--- src/rtl/fifo_pkg.sv ---
// ============================================================
// fifo_pkg : shared defaults and widths for the byte FIFO
// Rev 1.0
// ============================================================
`default_nettype none

package fifo_pkg;
  localparam int DATA_WIDTH = 8;
  localparam int DEPTH      = 8;
  localparam int PTR_W      = $clog2(DEPTH);
  localparam int CNT_W      = 8;
endpackage

`default_nettype wire

--- src/rtl/fifo_mem.sv ---
// ============================================================
// fifo_mem : register array, one write port, registered read port
// Rev 1.0
// ============================================================
`default_nettype none

module fifo_mem #(
  parameter int DATA_WIDTH = 8,
  parameter int DEPTH      = 8,
  parameter int ADDR_W     = $clog2(DEPTH)
) (
  input  logic                  clk,
  input  logic                  rst,
  input  logic                  we,
  input  logic [ADDR_W-1:0]     waddr,
  input  logic [DATA_WIDTH-1:0] wdata,
  input  logic                  re,
  input  logic [ADDR_W-1:0]     raddr,
  output logic [DATA_WIDTH-1:0] rdata
);

  logic [DATA_WIDTH-1:0] mem [DEPTH];

  // Storage is deliberately left unreset so it can map onto plain flops or RAM.
  always_ff @(posedge clk) begin
    if (we) mem[waddr] <= wdata;
  end

  always_ff @(posedge clk or negedge rst) begin
    if (!rst)    rdata <= '0;
    else if (re) rdata <= mem[raddr];
  end

endmodule

`default_nettype wire

--- src/rtl/fifo.sv ---
// ============================================================
// fifo : single-clock synchronous FIFO with occupancy counter
// Rev 1.0
// ============================================================
`default_nettype none

module fifo
  import fifo_pkg::*;
#(
  parameter int DATA_WIDTH = fifo_pkg::DATA_WIDTH,
  parameter int DEPTH      = fifo_pkg::DEPTH
) (
  input  logic                  clk,
  input  logic                  rst,
  input  logic [DATA_WIDTH-1:0] buf_in,
  input  logic                  wr_en,
  input  logic                  rd_en,
  output logic [DATA_WIDTH-1:0] buf_out,
  output logic                  buf_empty,
  output logic                  buf_full,
  output logic [CNT_W-1:0]      fifo_counter
);

  localparam int P_W = $clog2(DEPTH);

  logic [P_W-1:0] wr_ptr;
  logic [P_W-1:0] rd_ptr;
  logic           wr_ok;
  logic           rd_ok;

  assign buf_empty = (fifo_counter == '0);
  assign buf_full  = (fifo_counter == CNT_W'(DEPTH));

  // Qualifying with the flags drops overflowing writes and underflowing reads.
  assign wr_ok = wr_en && !buf_full;
  assign rd_ok = rd_en && !buf_empty;

  always_ff @(posedge clk or negedge rst) begin
    if (!rst) begin
      wr_ptr       <= '0;
      rd_ptr       <= '0;
      fifo_counter <= '0;
    end else begin
      if (wr_ok) wr_ptr <= wr_ptr + P_W'(1);
      if (rd_ok) rd_ptr <= rd_ptr + P_W'(1);
      case ({wr_ok, rd_ok})
        2'b10:   fifo_counter <= fifo_counter + CNT_W'(1);
        2'b01:   fifo_counter <= fifo_counter - CNT_W'(1);
        default: fifo_counter <= fifo_counter;
      endcase
    end
  end

  fifo_mem #(
    .DATA_WIDTH (DATA_WIDTH),
    .DEPTH      (DEPTH),
    .ADDR_W     (P_W)
  ) u_mem (
    .clk   (clk),
    .rst   (rst),
    .we    (wr_ok),
    .waddr (wr_ptr),
    .wdata (buf_in),
    .re    (rd_ok),
    .raddr (rd_ptr),
    .rdata (buf_out)
  );

endmodule

`default_nettype wire

--- config.mk ---
export PLATFORM = sky130hd
export DESIGN_NAME = fifo
export DESIGN_NICKNAME = d
export VERILOG_FILES = /design/src/rtl/fifo_pkg.sv /design/src/rtl/fifo_mem.sv /design/src/rtl/fifo.sv
export SDC_FILE = /design/constraint.sdc
export NUM_CORES = 1
export LEC_CHECK = 0
export BUFFER_PORTS_ARGS = -buffer_cell sky130_fd_sc_hd__buf_2
export CELL_PAD_IN_SITES_DETAIL_PLACEMENT = 1
export CELL_PAD_IN_SITES_GLOBAL_PLACEMENT = 1
export CORE_MARGIN = 2
export CORE_UTILIZATION = 40
export CTS_CLUSTER_SIZE = 10
export DETAILED_ROUTE_END_ITERATION = 10
export HOLD_SLACK_MARGIN = 0.1
export MAX_ROUTING_LAYER = met4
export PLACE_DENSITY_LB_ADDON = 0.1
export SYNTH_ARGS = -nofsm -noshare
export SYNTH_HDL_FRONTEND = slang
export SYNTH_SLANG_ARGS = --single-unit
--- constraint.sdc ---
create_clock -name clk -period 7.05 [get_ports clk]
set_input_delay 0 -clock clk [delete_from_list [all_inputs] [get_ports clk]]
set_output_delay 0 -clock clk [all_outputs]
set_load 0.02 [all_outputs]
==> results of run 1 <==
power groups by stage:
stage | registers, uW | clock network [uW] | logic, uW
floorplan | 792 | 0 | 414
global placement | 784 | 0 | 592
detailed placement | 791 | 0 | 591
CTS | 779 | 405 | 598
global route | 795 | 423 | 650
finish | 776 | 391 | 586
area by class of cell:
cell class              count  area [sq um]
fillers                   906          4798
inverters                   6         22.52
well taps                 111         138.9
clock inverters             7         102.6
flip-flops and latches     86          2472
multi-input cells         124          1136
repair buffers             42         270.3
clock buffers               9         123.9
sequential cells by signal (all words and copies together) (netlist names):
register / count
wr_ptr: 3
rd_ptr: 3
u_mem.mem: 64
fifo_counter: 8
u_mem.rdata: 8
synth_stat cells (all sizes together), types with 4 or more instances:
cell,instances
buf,5
dfrtp,22
edfxtp,64
ha,9
inv,6
mux2i,10
mux4,16
nand2,21
nor2,12
nor3,5
o21a,4
o21ai,13
xnor2,5
what timing repair did:
item,CTS,global route
endpoints found under the hold margin,99,0
buffers inserted,0,0
hold buffers,11,0
cell families after synthesis:
kind of cell	count (synthesis)	synth area share, %
AOI/OAI and AO/OA	33	6.594
xor gates and xnor gates	8	1.904
adders and majority gates	10	3.603
buffers and inverters	14	2.107
DFF	86	67.17
muxes	27	12.81
and+or+nand+nor	46	5.813
per-stage QoR:
stage	utilization (%)	power [uW]	worst slack (ns)	hold slack [ns]
3_5_place_dp	43.35	1382	3.808	0.01212
3_3_place_gp	43.35	1376	3.865	0.01811
6_report	47.07	1753	3.810	0.1403
4_1_cts	47.07	1782	3.787	0.1480
2_1_floorplan	-	1206	4.197	-0.2956
5_1_grt	47.07	1868	3.531	0.1733
worst max-delay path, delay by kind of cell, from the launching register on:
family                     cells  cell delay [ns]
muxes                          1             0.10
and+or+nand+nor                3             0.61
adders and majority gates      2             0.75
AOI/OAI and AO/OA              4             1.15
DFF                            1             0.45
buffers and inverters          1             0.08
cells in the final DEF (no fill, tap or decap), drive strengths merged, types with 2 or more instances in the layout:
cell         count
a211oi           3
nor4             2
mux4            16
mux2i           10
o21bai           2
inv              9
buf             31
nor3             5
a21o             2
o21a             4
xnor2            5
clkinv           2
a21oi            3
nor2            12
o21ai           13
dfrtp           22
nand2           21
dlygate4sd3     11
edfxtp          64
xor2             3
nand2b           3
ha               9
bufinv           2
clkbuf           9
o31ai            2
worst max path at each step:
stage / slack [ns] / endpoint
after floorplan: 4.20 / fifo_counter[6]
after global placement: 3.87 / fifo_counter[6]
after detailed placement: 3.81 / fifo_counter[7]
after CTS: 3.79 / fifo_counter[7]
after global routing: 3.53 / fifo_counter[6]
final: 3.81 / fifo_counter[7]
routing by layer:
| layer | track usage (%) | routed length (microns) | up-vias |
|---|---|---|---|
| met5 | - | 0 | - |
| met4 | 5.374 | 76 | 0 |
| met3 | 3.969 | 198 | 11 |
| met2 | 23.91 | 3375 | 32 |
| met1 | 22.39 | 3525 | 997 |
| li1 | - | - | 945 |
==> flow_summary.toml, run 1 <==
[clock_tree]
cts_max_level = 3
numCtsBuffers = 9
cts.sinks = 86
clk_latency_ns = 0.36
cts-root-buf = "clkbuf_8"
cts_tree = "yes"
cts.path.max_buffers = 2
ctsResizeCount = 0
path_clk_slew_ns = 0.09

[drt]
firstDrtPassIters = 4
via_count = 1985
routed_wl_microns = 7176
drtIter0Drc = 55
wl_per_cell_microns = 18.64
antenna_left = 0
route.detailed.drc = 0
routed_via_density = 5.156

[setup_path]
crit_type = "register to register"
critPathArrivalTime_ns = 3.49
required_ns = 7.30
crit_path_start_kind = "register"
r2r_slack_ns = 3.81
reg2regPathDepth = 11
cp_cell_sequence = "nor4_2 > nand2_1 > o21ai_4 > inv_2 > ha_1 > ha_1 > o21ai_0 > nor2_1 > a31oi_1 > mux2i_1 > a32o_1"
max_stage_delay_ns = 0.45
r2r_start = "fifo_counter[6]"
worstPathMaxFanout = 19
cp-end-kind = "register"
startpoint = "fifo_counter[6]"
crit_path_frequent_cell = "ha_1"
r2r_end = "fifo_counter[7]"
worst_path_max_delay_cell = "dfrtp_1"

[sta]
fin_crit_sh_pct = 45.95
finClkSkew_ns = 0.01234
fin_tns_setup_ns = 0
drv_slew = 0
fmax_ghz = 0.3087
worstMarginPinSlew_ns = 0.9178
finalHoldViolations = 0
period_minus_slack_ns = 3.240
setup_viol = 0
slew_headroom_pct = 38.59
rsz0062_at_grt = "false"

[power_and_ir_drop]
p_sw_share_pct = 34.97
p_int_uw = 1140
ir_drop_mv = 0.1469
p_per_area_nw_per_um2 = 410.9
power_leakage_uw = 0.001596
clkPwrFrac_pct = 22.3
power.share.sequential_pct = 44.3
switchingPower_uw = 613.1
combPwrFrac_pct = 33.4

[logic_synthesis]
synth_area_leaders = "edfxtp_1 (52%), dfrtp_1 (15%), mux4_2 (9.8%)"
netlist_area_sq_um = 3681
synth_top_area_share_pct = 52.21
syn_avg_cell_area_sq_um = 16.43
yosysUniqueCellTypes = 41
yosysSeqAreaShare_pct = 67.17
ys_ff_latch = 86
yosysWarnings = 0
yosysTopAreaCell = "edfxtp_1"
synth-edff-count = 64
async_flop_share_pct = 25.58
synthFlopType = "edfxtp_1"
synth_cells = 224
synth_fp_nets = 246

[floorplan]
die-area_sq_um = 9986
start_util_pct = 40.61
die_h_microns = 99.93
core_sq_um = 9065
ios = 30
die_x_microns = 99.93
rows = 35

[run]
cap_violations = 0

[status]
status = "finished clean"

[placed_design]
gp_congestion = 0.8077
hpwlAfterDp_microns = 4778
dp_cells = 358
dpl-instance-area_sq_um = 3930
portBuffers = 29

[final_layout]
drive_above_1_share_pct = 27.01
synthToLayoutAreaGrowth_pct = 15.91
layout.cells.non_filler = 385
nets = 291
num_antenna_cells = 0
stdcell_area_sq_um = 4267

[grt]
grt_pass1_vias = 2036
grt_pass1_wl_microns = 11440
grt_util_all_layers_pct = 16.25
grt_max_degree = 23
antenna_found_initial = 0
grt.overflow.total = 0

[hold_path]
hold_path.class = "input port to asynchronous set/reset pin"
(Power assumes the default switching activity.)
==> run 2, diff against run 1 <==
==> constraint.sdc (replaced) <==
create_clock -name clk -period 3.1 [get_ports clk]
set_input_delay 0 -clock clk [delete_from_list [all_inputs] [get_ports clk]]
set_output_delay 0 -clock clk [all_outputs]
set_load 0.02 [all_outputs]
==> run 2 against run 1 <==
Effect of this change:
- die area unchanged
- final cell count increased by 3.1%
- utilization increased by 0.84 points
- combinational power increased by 140%
- critical path type unchanged
- largest cell class unchanged
- largest power group unchanged
==> flow_summary.toml, run 2 (synthesis results as in run 1) <==
[status]
status = "finished clean"

[clock_tree]
cts.path.max_buffers = 2
path_clk_slew_ns = 0.09
numCtsBuffers = 9
cts_tree = "yes"
clk_latency_ns = 0.36
cts-root-buf = "clkbuf_8"
cts.sinks = 86
cts_max_level = 3
cts_setup_buffers = 0

[sta]
drv_slew = 0
slew_headroom_pct = 40.72
period_minus_slack_ns = 2.902
worstMarginPinSlew_ns = 0.8891
finalHoldViolations = 0
fin_tns_setup_ns = 0
finClkSkew_ns = 0.007898
fmax_ghz = 0.3445
setup_viol = 0
fin_crit_sh_pct = 93.62
setup_slack_ns = 0.1976

[final_layout]
mostFrequentLayoutCells = "edfxtp_1 (64), buf_2 (29), dfrtp_1 (22)"
largest_reg_flops = 64
num_antenna_cells = 0
nets = 303
final_common_cell = "edfxtp_1"
top_regs = "u_mem.mem x64, fifo_counter x8, u_mem.rdata x8"
layout.cells.non_filler = 397
synthToLayoutAreaGrowth_pct = 17.98
drive_above_1_share_pct = 30.07
stdcell_area_sq_um = 4343
top_register = "u_mem.mem"
post-route-util_pct = 47.91

[placed_design]
gp_congestion = 0.7820
portBuffers = 29
hpwlAfterDp_microns = 4983
dp_cells = 370
dpl-instance-area_sq_um = 4015
dp_slack_ns = 0.1674

[power_and_ir_drop]
p_int_uw = 2583
ir_drop_mv = 0.4693
switchingPower_uw = 1430
combPwrFrac_pct = 35.4
power.share.sequential_pct = 43.5
p_per_area_nw_per_um2 = 924.2
clkPwrFrac_pct = 21.1
power_leakage_uw = 0.001647
p_sw_share_pct = 35.63

[grt]
grt.overflow.total = 0
grt_pass1_wl_microns = 11980
grt_max_degree = 23
grt_util_all_layers_pct = 16.94
grt_pass1_vias = 2123
antenna_found_initial = 0

[setup_path]
worstPathMaxFanout = 6
max_stage_delay_ns = 0.43
cp-end-kind = "register"
required_ns = 3.34
worst_path_max_delay_cell = "dfrtp_1"
crit_path_start_kind = "register"
critPathArrivalTime_ns = 3.15
crit_type = "register to register"
cp_cell_sequence = "nor4_2 > nand2_1 > o21a_4 > inv_1 > ha_2 > ha_1 > o21ai_0 > nor2_1 > a31oi_1 > mux2i_1 > a32o_1"

[drt]
drtIter0Drc = 100
top_layer = "met4"
wl_met1_microns = 3858
routed_via_density = 5.126
via_count = 2035
route.detailed.drc = 0
antenna_left = 0
dr_wl_met3_microns = 171
route.met2.wl_microns = 3394
firstDrtPassIters = 4
wl_per_cell_microns = 18.96
routed_wl_microns = 7528

[hold_path]
hold_path.class = "input port to asynchronous set/reset pin"

[floorplan]
die-area_sq_um = 9986
rows = 35
die_x_microns = 99.93
start_util_pct = 40.61
die_h_microns = 99.93
core_sq_um = 9065
ios = 30

[run]
cap_violations = 0
## run 2: changes by cell type in the layout (fill, tap and decap cells not counted), sizes merged
| cell | delta |
|---|---|
| clkinv | -1 |
| clkbuf | +1 |
| buf | +12 |
| bufinv | -1 |
| clkinvlp | +1 |
## run 2: metrics by stage
stage,power (uW),hold WS (ns)
2_1_floorplan,2743,-0.2956
3_3_place_gp,3184,0.003097
3_5_place_dp,3212,0.006409
4_1_cts,4070,0.1475
5_1_grt,4264,0.1815
6_report,4014,0.1406
## run 2: worst max-delay path: cells and delay by family (launching register included)
kind,cells,cell delay [ns]
compound gates,4,0.83
mux,1,0.15
fa+ha+maj,2,0.50
flops,1,0.43
simple gates,3,0.82
buf+inv,1,0.06
## run 2: repair_timing
| action | 4_1_cts | 5_1_grt |
|---|---|---|
| resized for setup | 0 | 1 |
| hold endpoints to repair | 91 | 0 |
| hold buffers | 11 | 0 |
| endpoints found under the setup margin | 0 | 1 |
## run 2: worst paths after layout
kind | from | slack, ns | endpoint | depth (start not counted)
min in group clk | buf_in[7] | 0.45 | u_mem.mem[1][7] | 2
max in group asynchronous | rst | 2.61 | fifo_counter[7] | 2
max | fifo_counter[6] | 0.20 | fifo_counter[7] | 11
max reg2reg | fifo_counter[6] | 0.20 | fifo_counter[7] | 11
min reg2reg | u_mem.rdata[1] | 0.48 | u_mem.rdata[1] | 2
min | rst | 0.14 | fifo_counter[1] | 2
## run 2: cell type report
type,count,area (sq um)
inverters,6,22.52
flip-flops and latches,86,2472
fillers,879,4722
well taps,111,138.9
multi-input cells,124,1134
clock inverters,6,77.57
repair buffers,54,360.3
clock buffers,10,137.6
## run 2: power groups by stage
stage	sequential [uW]	clock (uW)	combinational [uW]
after global placement	1770	0	1420
final	1750	847	1420
after global routing	1780	909	1570
after floorplan	1800	0	942
after CTS	1760	868	1450
after detailed placement	1780	0	1430
## run 2: routing by layer
| layer | up-vias | GRT usage [%] |
|---|---|---|
| met1 | 1024 | 24.51 |
| met3 | 8 | 2.925 |
| met4 | 0 | 6.639 |
| met5 | - | - |
| met2 | 32 | 24.01 |
| li1 | 971 | - |
